**src/rtl/decode_pkg.sv**
```systemverilog
// Shared definitions for the decode stage and its neighbours (fetch, execute).
// Holds datapath widths, instruction class codes, one-hot unit select bit
// positions, instruction field offsets and small decode helper functions.
package decode_pkg;

   localparam int WORD   = 32;
   localparam int ADDR   = 32;
   localparam int W_RD   = 4;
   localparam int W_DOPC = 6;
   localparam int W_OPC  = 4;

   // Instruction class codes carried in the top three instruction bits.
   // Codes 6 and 7 are unassigned and decode as illegal.
   typedef enum logic [2:0] {
      CLS_INTE   = 3'd0,
      CLS_SHIFT  = 3'd1,
      CLS_LOGIC  = 3'd2,
      CLS_LOAD   = 3'd3,
      CLS_STORE  = 3'd4,
      CLS_BRANCH = 3'd5,
      CLS_ILL6   = 3'd6,
      CLS_ILL7   = 3'd7
   } inst_class_e;

   // Bit positions of the execute unit select, MSB..LSB.
   localparam int DOPC_INTE   = 5;
   localparam int DOPC_SHIFT  = 4;
   localparam int DOPC_LOGIC  = 3;
   localparam int DOPC_LOAD   = 2;
   localparam int DOPC_STORE  = 1;
   localparam int DOPC_BRANCH = 0;

   // Instruction field offsets.
   localparam int F_CLS_HI   = 31;
   localparam int F_CLS_LO   = 29;
   localparam int F_IMM      = 28;
   localparam int F_OPC_HI   = 27;
   localparam int F_OPC_LO   = 24;
   localparam int F_RD_HI    = 23;
   localparam int F_RD_LO    = 20;
   localparam int F_RS_HI    = 19;
   localparam int F_RS_LO    = 16;
   localparam int F_IMM16_HI = 15;
   localparam int F_IMM16_LO = 0;

   // One-hot unit select for a class; illegal classes select no unit.
   function automatic logic [W_DOPC-1:0] class_to_dopc(input inst_class_e cls);
      logic [W_DOPC-1:0] d;
      d = '0;
      case (cls)
         CLS_INTE:   d[DOPC_INTE]   = 1'b1;
         CLS_SHIFT:  d[DOPC_SHIFT]  = 1'b1;
         CLS_LOGIC:  d[DOPC_LOGIC]  = 1'b1;
         CLS_LOAD:   d[DOPC_LOAD]   = 1'b1;
         CLS_STORE:  d[DOPC_STORE]  = 1'b1;
         CLS_BRANCH: d[DOPC_BRANCH] = 1'b1;
         default:    d = '0;
      endcase
      return d;
   endfunction

   // Only the arithmetic/shift/logic/load units produce a register result.
   function automatic logic class_writes_rd(input inst_class_e cls);
      return (cls == CLS_INTE) || (cls == CLS_SHIFT) ||
             (cls == CLS_LOGIC) || (cls == CLS_LOAD);
   endfunction

   function automatic logic [WORD-1:0] sext16(input logic [15:0] v);
      return {{(WORD-16){v[15]}}, v};
   endfunction

endpackage

```
**src/rtl/decode_regfile.sv**
```systemverilog
// Register file owned by the decode stage: 2**W_RD entries of WORD bits,
// two asynchronous read ports and one synchronous write port.
// Synchronous active-high reset clears every entry.
// Ports:
//   clk, rst            clock, synchronous reset
//   we, waddr, wdata    write port (committed write-back from execute)
//   raddr_a / rdata_a   read port A (rs operand)
//   raddr_b / rdata_b   read port B (rd operand)
module decode_regfile
   import decode_pkg::*;
(
   input  logic            clk,
   input  logic            rst,
   input  logic            we,
   input  logic [W_RD-1:0] waddr,
   input  logic [WORD-1:0] wdata,
   input  logic [W_RD-1:0] raddr_a,
   output logic [WORD-1:0] rdata_a,
   input  logic [W_RD-1:0] raddr_b,
   output logic [WORD-1:0] rdata_b
);

   localparam int NREG = 2 ** W_RD;

   logic [WORD-1:0] mem [NREG];

   always_ff @(posedge clk) begin
      if (rst) begin
         for (int i = 0; i < NREG; i++) begin
            mem[i] <= '0;
         end
      end else if (we) begin
         mem[waddr] <= wdata;
      end
   end

   assign rdata_a = mem[raddr_a];
   assign rdata_b = mem[raddr_b];

endmodule

```
**src/rtl/decode.sv**
```systemverilog
// Instruction-decode / operand-fetch stage sitting directly ahead of execute.
// Decodes one instruction per cycle into a one-hot unit select and sub-opcode,
// reads operands from its own register file (with write-back bypass), and
// registers everything into execute. Interlocks on a one-deep RAW hazard
// against the instruction currently held in its output register.
// Ports:
//   clk, rst                     clock, synchronous active-high reset
//   v_i, inst_i, addr_i          fetched instruction
//   stall_o                      tells fetch to hold its outputs
//   flush_i                      kill input and output-register instruction
//   ex_stall_i                   execute is stalled
//   v_o, src_o, dest_o, wb_o,
//   rd_num_o, dopc_o, opc_o,
//   origaddr_o, illegal_o        registered decoded instruction to execute
//   ex_wb_i, ex_rd_num_i,
//   ex_rd_data_i                 committed write-back from execute
module decode
   import decode_pkg::*;
(
   input  logic              clk,
   input  logic              rst,
   input  logic              v_i,
   input  logic [WORD-1:0]   inst_i,
   input  logic [ADDR-1:0]   addr_i,
   output logic              stall_o,
   input  logic              flush_i,
   input  logic              ex_stall_i,
   output logic              v_o,
   output logic [WORD-1:0]   src_o,
   output logic [WORD-1:0]   dest_o,
   output logic              wb_o,
   output logic [W_RD-1:0]   rd_num_o,
   output logic [W_DOPC-1:0] dopc_o,
   output logic [W_OPC-1:0]  opc_o,
   output logic [ADDR-1:0]   origaddr_o,
   output logic              illegal_o,
   input  logic              ex_wb_i,
   input  logic [W_RD-1:0]   ex_rd_num_i,
   input  logic [WORD-1:0]   ex_rd_data_i
);

   inst_class_e       in_cls;
   logic              in_imm;
   logic [W_OPC-1:0]  in_opc;
   logic [W_RD-1:0]   in_rd;
   logic [W_RD-1:0]   in_rs;
   logic [15:0]       in_imm16;
   logic              in_legal;
   logic              in_writes;
   logic [W_DOPC-1:0] in_dopc;

   logic [WORD-1:0]   rf_rs;
   logic [WORD-1:0]   rf_rd;
   logic [WORD-1:0]   rs_val;
   logic [WORD-1:0]   rd_val;
   logic [WORD-1:0]   src_next;
   logic              hazard;

   assign in_cls    = inst_class_e'(inst_i[F_CLS_HI:F_CLS_LO]);
   assign in_imm    = inst_i[F_IMM];
   assign in_opc    = inst_i[F_OPC_HI:F_OPC_LO];
   assign in_rd     = inst_i[F_RD_HI:F_RD_LO];
   assign in_rs     = inst_i[F_RS_HI:F_RS_LO];
   assign in_imm16  = inst_i[F_IMM16_HI:F_IMM16_LO];
   assign in_legal  = (in_cls != CLS_ILL6) && (in_cls != CLS_ILL7);
   assign in_writes = class_writes_rd(in_cls);
   assign in_dopc   = class_to_dopc(in_cls);

   decode_regfile u_regfile (
      .clk     (clk),
      .rst     (rst),
      .we      (ex_wb_i),
      .waddr   (ex_rd_num_i),
      .wdata   (ex_rd_data_i),
      .raddr_a (in_rs),
      .rdata_a (rf_rs),
      .raddr_b (in_rd),
      .rdata_b (rf_rd)
   );

   // The register file only updates at the edge, so a value being written
   // back this cycle must be forwarded around it.
   assign rs_val   = (ex_wb_i && (ex_rd_num_i == in_rs)) ? ex_rd_data_i : rf_rs;
   assign rd_val   = (ex_wb_i && (ex_rd_num_i == in_rd)) ? ex_rd_data_i : rf_rd;
   assign src_next = in_imm ? sext16(in_imm16) : rs_val;

   // The instruction in the output register has not written back yet, so a
   // reader of its destination must wait one cycle; by then the result is on
   // the write-back bus and the bypass supplies it. rd is always read (store
   // data / branch operand), rs only in register form. Illegal instructions
   // read nothing and therefore never interlock.
   assign hazard = v_i && v_o && wb_o && in_legal &&
                   ((in_rd == rd_num_o) || (!in_imm && (in_rs == rd_num_o)));

   assign stall_o = !flush_i && (ex_stall_i || hazard);

   // Output register: flush beats execute stall, which beats the hazard
   // bubble. Only the valid-type flags are cleared for a bubble or flush;
   // the payload fields are don't-care while v_o is low.
   always_ff @(posedge clk) begin
      if (rst) begin
         v_o        <= 1'b0;
         wb_o       <= 1'b0;
         illegal_o  <= 1'b0;
         src_o      <= '0;
         dest_o     <= '0;
         rd_num_o   <= '0;
         dopc_o     <= '0;
         opc_o      <= '0;
         origaddr_o <= '0;
      end else if (flush_i) begin
         v_o       <= 1'b0;
         wb_o      <= 1'b0;
         illegal_o <= 1'b0;
      end else if (ex_stall_i) begin
         v_o       <= v_o;
         wb_o      <= wb_o;
         illegal_o <= illegal_o;
      end else if (hazard) begin
         v_o       <= 1'b0;
         wb_o      <= 1'b0;
         illegal_o <= 1'b0;
      end else begin
         v_o        <= v_i;
         wb_o       <= v_i && in_writes;
         illegal_o  <= v_i && !in_legal;
         src_o      <= src_next;
         dest_o     <= rd_val;
         rd_num_o   <= in_rd;
         dopc_o     <= in_dopc;
         opc_o      <= in_opc;
         origaddr_o <= addr_i;
      end
   end

endmodule

```
**config.mk**
```make
export PLATFORM = sky130hd
export DESIGN_NAME = decode
export DESIGN_NICKNAME = d
export VERILOG_FILES = /design/src/rtl/decode_pkg.sv /design/src/rtl/decode_regfile.sv /design/src/rtl/decode.sv
export SDC_FILE = /design/constraint.sdc
export NUM_CORES = 1
export LEC_CHECK = 0
export CORE_UTILIZATION = 46
export DETAILED_ROUTE_END_ITERATION = 16
export PLACE_DENSITY = 0.61
export SLEW_MARGIN = 10
export SYNTH_ARGS = -nofsm -noshare
export SYNTH_HDL_FRONTEND = slang
export SYNTH_SLANG_ARGS = --single-unit
```
**constraint.sdc**
```tcl
create_clock -name clk -period 2.78 [get_ports clk]
set_input_delay 0.417 -clock clk [delete_from_list [all_inputs] [get_ports clk]]
set_output_delay 0.417 -clock clk [all_outputs]
set_load 0.05 [all_outputs]
```
==> flow_results.org <==
** Synthesis
- Ranked by total cell area, the synthesized netlist is headed by sky130_fd_sc_hd__edfxtp_1 (48%), sky130_fd_sc_hd__mux4_2 (21%), sky130_fd_sc_hd__and2_1 (10%).
- Cells after synthesis :: 2204
- Area share of the largest cell type after synthesis :: 48.2%
- Yosys reg bits :: 625
- Among all flip-flop cells after synthesis, the most frequent one is sky130_fd_sc_hd__edfxtp_1.
- sky130_fd_sc_hd__edfxtp_1 takes more of the synthesized area than any other cell.
- The Yosys step of the flow raised 0 warnings.
- Async S/R FF share, synth :: 0%
- Unique masters post-synth :: 40
- The synthesized design contains 512 enable-type register cells.
- Syn_area_per_cell :: 14.5 sq um
- Total nets after synthesis :: 2310
- Post-synthesis sequential area ratio :: 55.3%
- After synthesis the cells add up to 0.0319 sq mm.

** Floorplanning
- Die width :: 265 um
- In this run the core area contains 96 standard-cell rows.
- During I/O placement, the number of pins put on the boundary was 220.
- Standard cell core area :: 0.0686 sq mm
- For this configuration, the core starts out at a cell density of 46.5%.
- The floorplan step set the die height to 265 um.
- Die Area :: 0.0704 sq mm

** Timing
- Pins over their slew limit :: 0
- Unrepaired setup endpoints after global routing :: no
- Fin crit share :: 94.6%
- Setup violations remaining at the end of the flow were counted as 0.
- Least-Margin Pin Slew :: 0.731 ns
- Shortest period the worst path allows :: 2.63 ns
- Remaining max-slew budget at the tightest pin :: 51.1%
- Between clock sinks in the finished design, the worst skew comes to 0.0238 ns.
- Hold Vio Cnt, Final :: 0
- Achievable Freq :: 380 MHz
- Setup total negative slack on the finished layout was measured at 0 ns.

** Power and ir drop
- Reported leakage power :: 13.2 nW
- Summing internal, switching and leakage power gives 0.0237 W.
- The worst-case IR drop observed on VDD is 372 uV.
- Power density cells :: 619 mW/mm^2

** CTS
- For this design, the CTS-stage hold fixing added 0 buffers.
- H-tree level count :: 3
- In this run, CTS created clock tree buffers numbering 71.
- TritonCTS built the clock tree.
- Root Buffer Master :: sky130_fd_sc_hd__clkbuf_16
- Post-CTS timing repair inserted 0 buffers for setup.
- CTS saw 625 sinks.
- After clock tree synthesis, the clock-pin slew on the worst setup and hold paths is 0.06 ns.
- For the worst-skew pair, the clock arrives at the later sink with an insertion delay of 0.62 ns.
- Buffers from clock root to sink, at most :: 3

** Routing
- Number of nets with antenna violations after routing :: 0
- Via total after detailed routing :: 20900
- Initial detailed-routing violation count :: 2216
- Wire per inst :: 29.8 um
- The pre-antenna-repair detailed-routing pass consisted of 5 iterations.
- Using the TritonRoute via totals, the vias-per-cell ratio works out to 6.14.
- DRC :: 0
- The routed design has 101 mm of wire.

** Place
- Placed wire-length estimate after detailed placement :: 61.6 mm
- Placed Instance Area :: 0.0360 sq mm
- Weighted congestion at the end of routability-driven global placement :: 0.828
- Number of buffers inserted by port buffering :: 219

** Final layout
- Share of post-route cells with drive strength above 1 :: 25.0%
- Fill cell count :: 5456
- Fin util :: 55.9%
- In the final design database the tool counted 2521 nets.
- Area growth from synthesis to layout :: 20.2%
- Final instance area :: 0.0383 sq mm

** Global route
- First-pass GRT wire length :: 147 mm
- All-layer global routing usage :: 29.1%
- The number of antenna violations at the first check in global routing was 8.
- Entering global routing, the biggest net connects 61 pins.
- The via count of the first global-routing pass is 21100.
- Global-route congestion overflow total :: 0

** Worst setup path
- Type of destination of the critical path :: output pin
- In this run the worst path has a maximum fanout of 4.
- By startpoint and endpoint, the worst setup path is classified as flop to output pin.
- Cell with the largest stage delay on the worst path :: sky130_fd_sc_hd__dfxtp_1
- The critical path goes through xor2_1 -> nor4_1 -> a31oi_1 -> buf_4 -> nor2_4 -> nor2_1 -> nor2_2 -> buf_12.
- STA puts the critical path data arrival time at 2.21 ns.
- Kind of start point of the critical path :: flop
- Data required time of the worst path :: 2.36 ns
- In this design, the stage delay of the slowest critical-path cell is 0.38 ns.

** Outcome
- Result of the run :: finished clean

** Min path
- Hold/Removal Path Class :: input pin to flop

** Job
- The tool flagged a number of max-cap violations equal to 0.
==> area by class of cell <==
type	instances	area, sq um	area share, %
Sequential cell	625	17600	46.0
Timing Repair Buffer	353	3790	9.88
Multi-Input combinational cell	1363	13400	34.9
Antenna cell	3	7.51	0.0196
Tap cell	931	1160	3.04
Inverter	1	3.75	0.00979
Clock inverter	30	274	0.715
Clock buffer	98	2090	5.46
==> layer usage <==
| metal | global-route usage [%] | wire, um | share of wire, % | vias to the layer above |
|---|---|---|---|---|
| li1 | - | - | - | 8790 |
| met1 | 39.6 | 40300 | 40 | 10800 |
| met2 | 47.2 | 49000 | 48 | 1170 |
| met3 | 5.19 | 9030 | 8.9 | 168 |
| met4 | 10.1 | 3040 | 3.0 | 4 |
| met5 | 0 | 27 | 0.027 | - |
==> Yosys cell counts, drive strengths merged, types with 2 or more instances <==
cell type,n
nand3b,17
o21ai,36
a21oi,79
nor2,69
or2,16
a211oi,32
buf,83
mux2,17
a21boi,2
edfxtp,512
clkbuf,132
xnor2,5
nand4b,18
nand2,109
mux4,303
mux2i,33
nor3,8
nor4,2
nand3,34
nand2b,19
or4b,3
or4,15
and2,513
dfxtp,113
a22o,17
xor2,11
==> cells by family after synthesis <==
logic type / count (synthesis) / synth area share [%]
flip-flops: 625 / 55.3
AND/OR/NAND/NOR: 826 / 15.0
buffers and inverters: 216 / 3.14
multiplexers: 353 / 23.0
AO/OA/AOI/OAI: 168 / 3.11
XOR/XNOR: 16 / 0.439
==> state kept, by name (all words and copies together), names as in the netlist, 4 cells and up <==
register,flops
u_regfile.mem,512
dest_o,32
origaddr_o,32
src_o,32
dopc_o,6
opc_o,4
rd_num_o,4
==> cells in the final DEF, fill, tap and decap left out, drive strengths merged, types with 17 or more instances in the layout <==
| cell type | count |
|---|---|
| nand4b | 18 |
| and2 | 513 |
| mux2 | 17 |
| clkdlybuf4s50 | 208 |
| nand3 | 34 |
| nor2 | 69 |
| mux4 | 303 |
| clkinv | 22 |
| dfxtp | 113 |
| edfxtp | 512 |
| nand3b | 17 |
| a211oi | 32 |
| o21ai | 36 |
| a22o | 17 |
| nand2 | 109 |
| buf | 144 |
| nand2b | 19 |
| mux2i | 33 |
| clkbuf | 99 |
| a21oi | 79 |
==> report_power, final <==
part	total, W	internal, W	switching (W)
Combinational	0.00322	0.00148	0.00174
Clock	0.00952	0.00565	0.00387
Sequential	0.0110	0.0107	0.000311
==> stage by stage <==
stage                     hold slack [ns]  std cells  worst slack, ns
after detailed placement            0.449       3273           -0.275
after floorplan                     0.494       2204            0.284
after global routing                0.213       3402          0.00143
after global placement              0.442       3273           -0.304
after CTS                           0.177       3401           0.0443
final                               0.201       3404            0.151
==> worst paths after layout <==
check                start       endpoint  slack [ns]  cells past startpoint
max            rd_num_o[3]        stall_o        0.15                      8
min                    rst       opc_o[3]        0.20                      2
max reg2reg    rd_num_o[3]      src_o[29]        0.51                      8
min reg2reg  origaddr_o[8]  origaddr_o[8]        0.45                      2
==> worst max-delay path: cells and delay by family, from the launching register on <==
| kind | cells | cell delay, ns |
|---|---|---|
| AOI/OAI and AO/OA | 1 | 0.07 |
| buffers and inverters | 2 | 0.32 |
| xor gates and xnor gates | 1 | 0.19 |
| and+or+nand+nor | 4 | 0.63 |
| DFF | 1 | 0.38 |
==> timing repair <==
item | in CTS | in global routing
pin swaps | 0 | 1
setup endpoints to repair | 1 | 18
resized for setup | 3 | 2
Power figures use the tool's default switching activity.
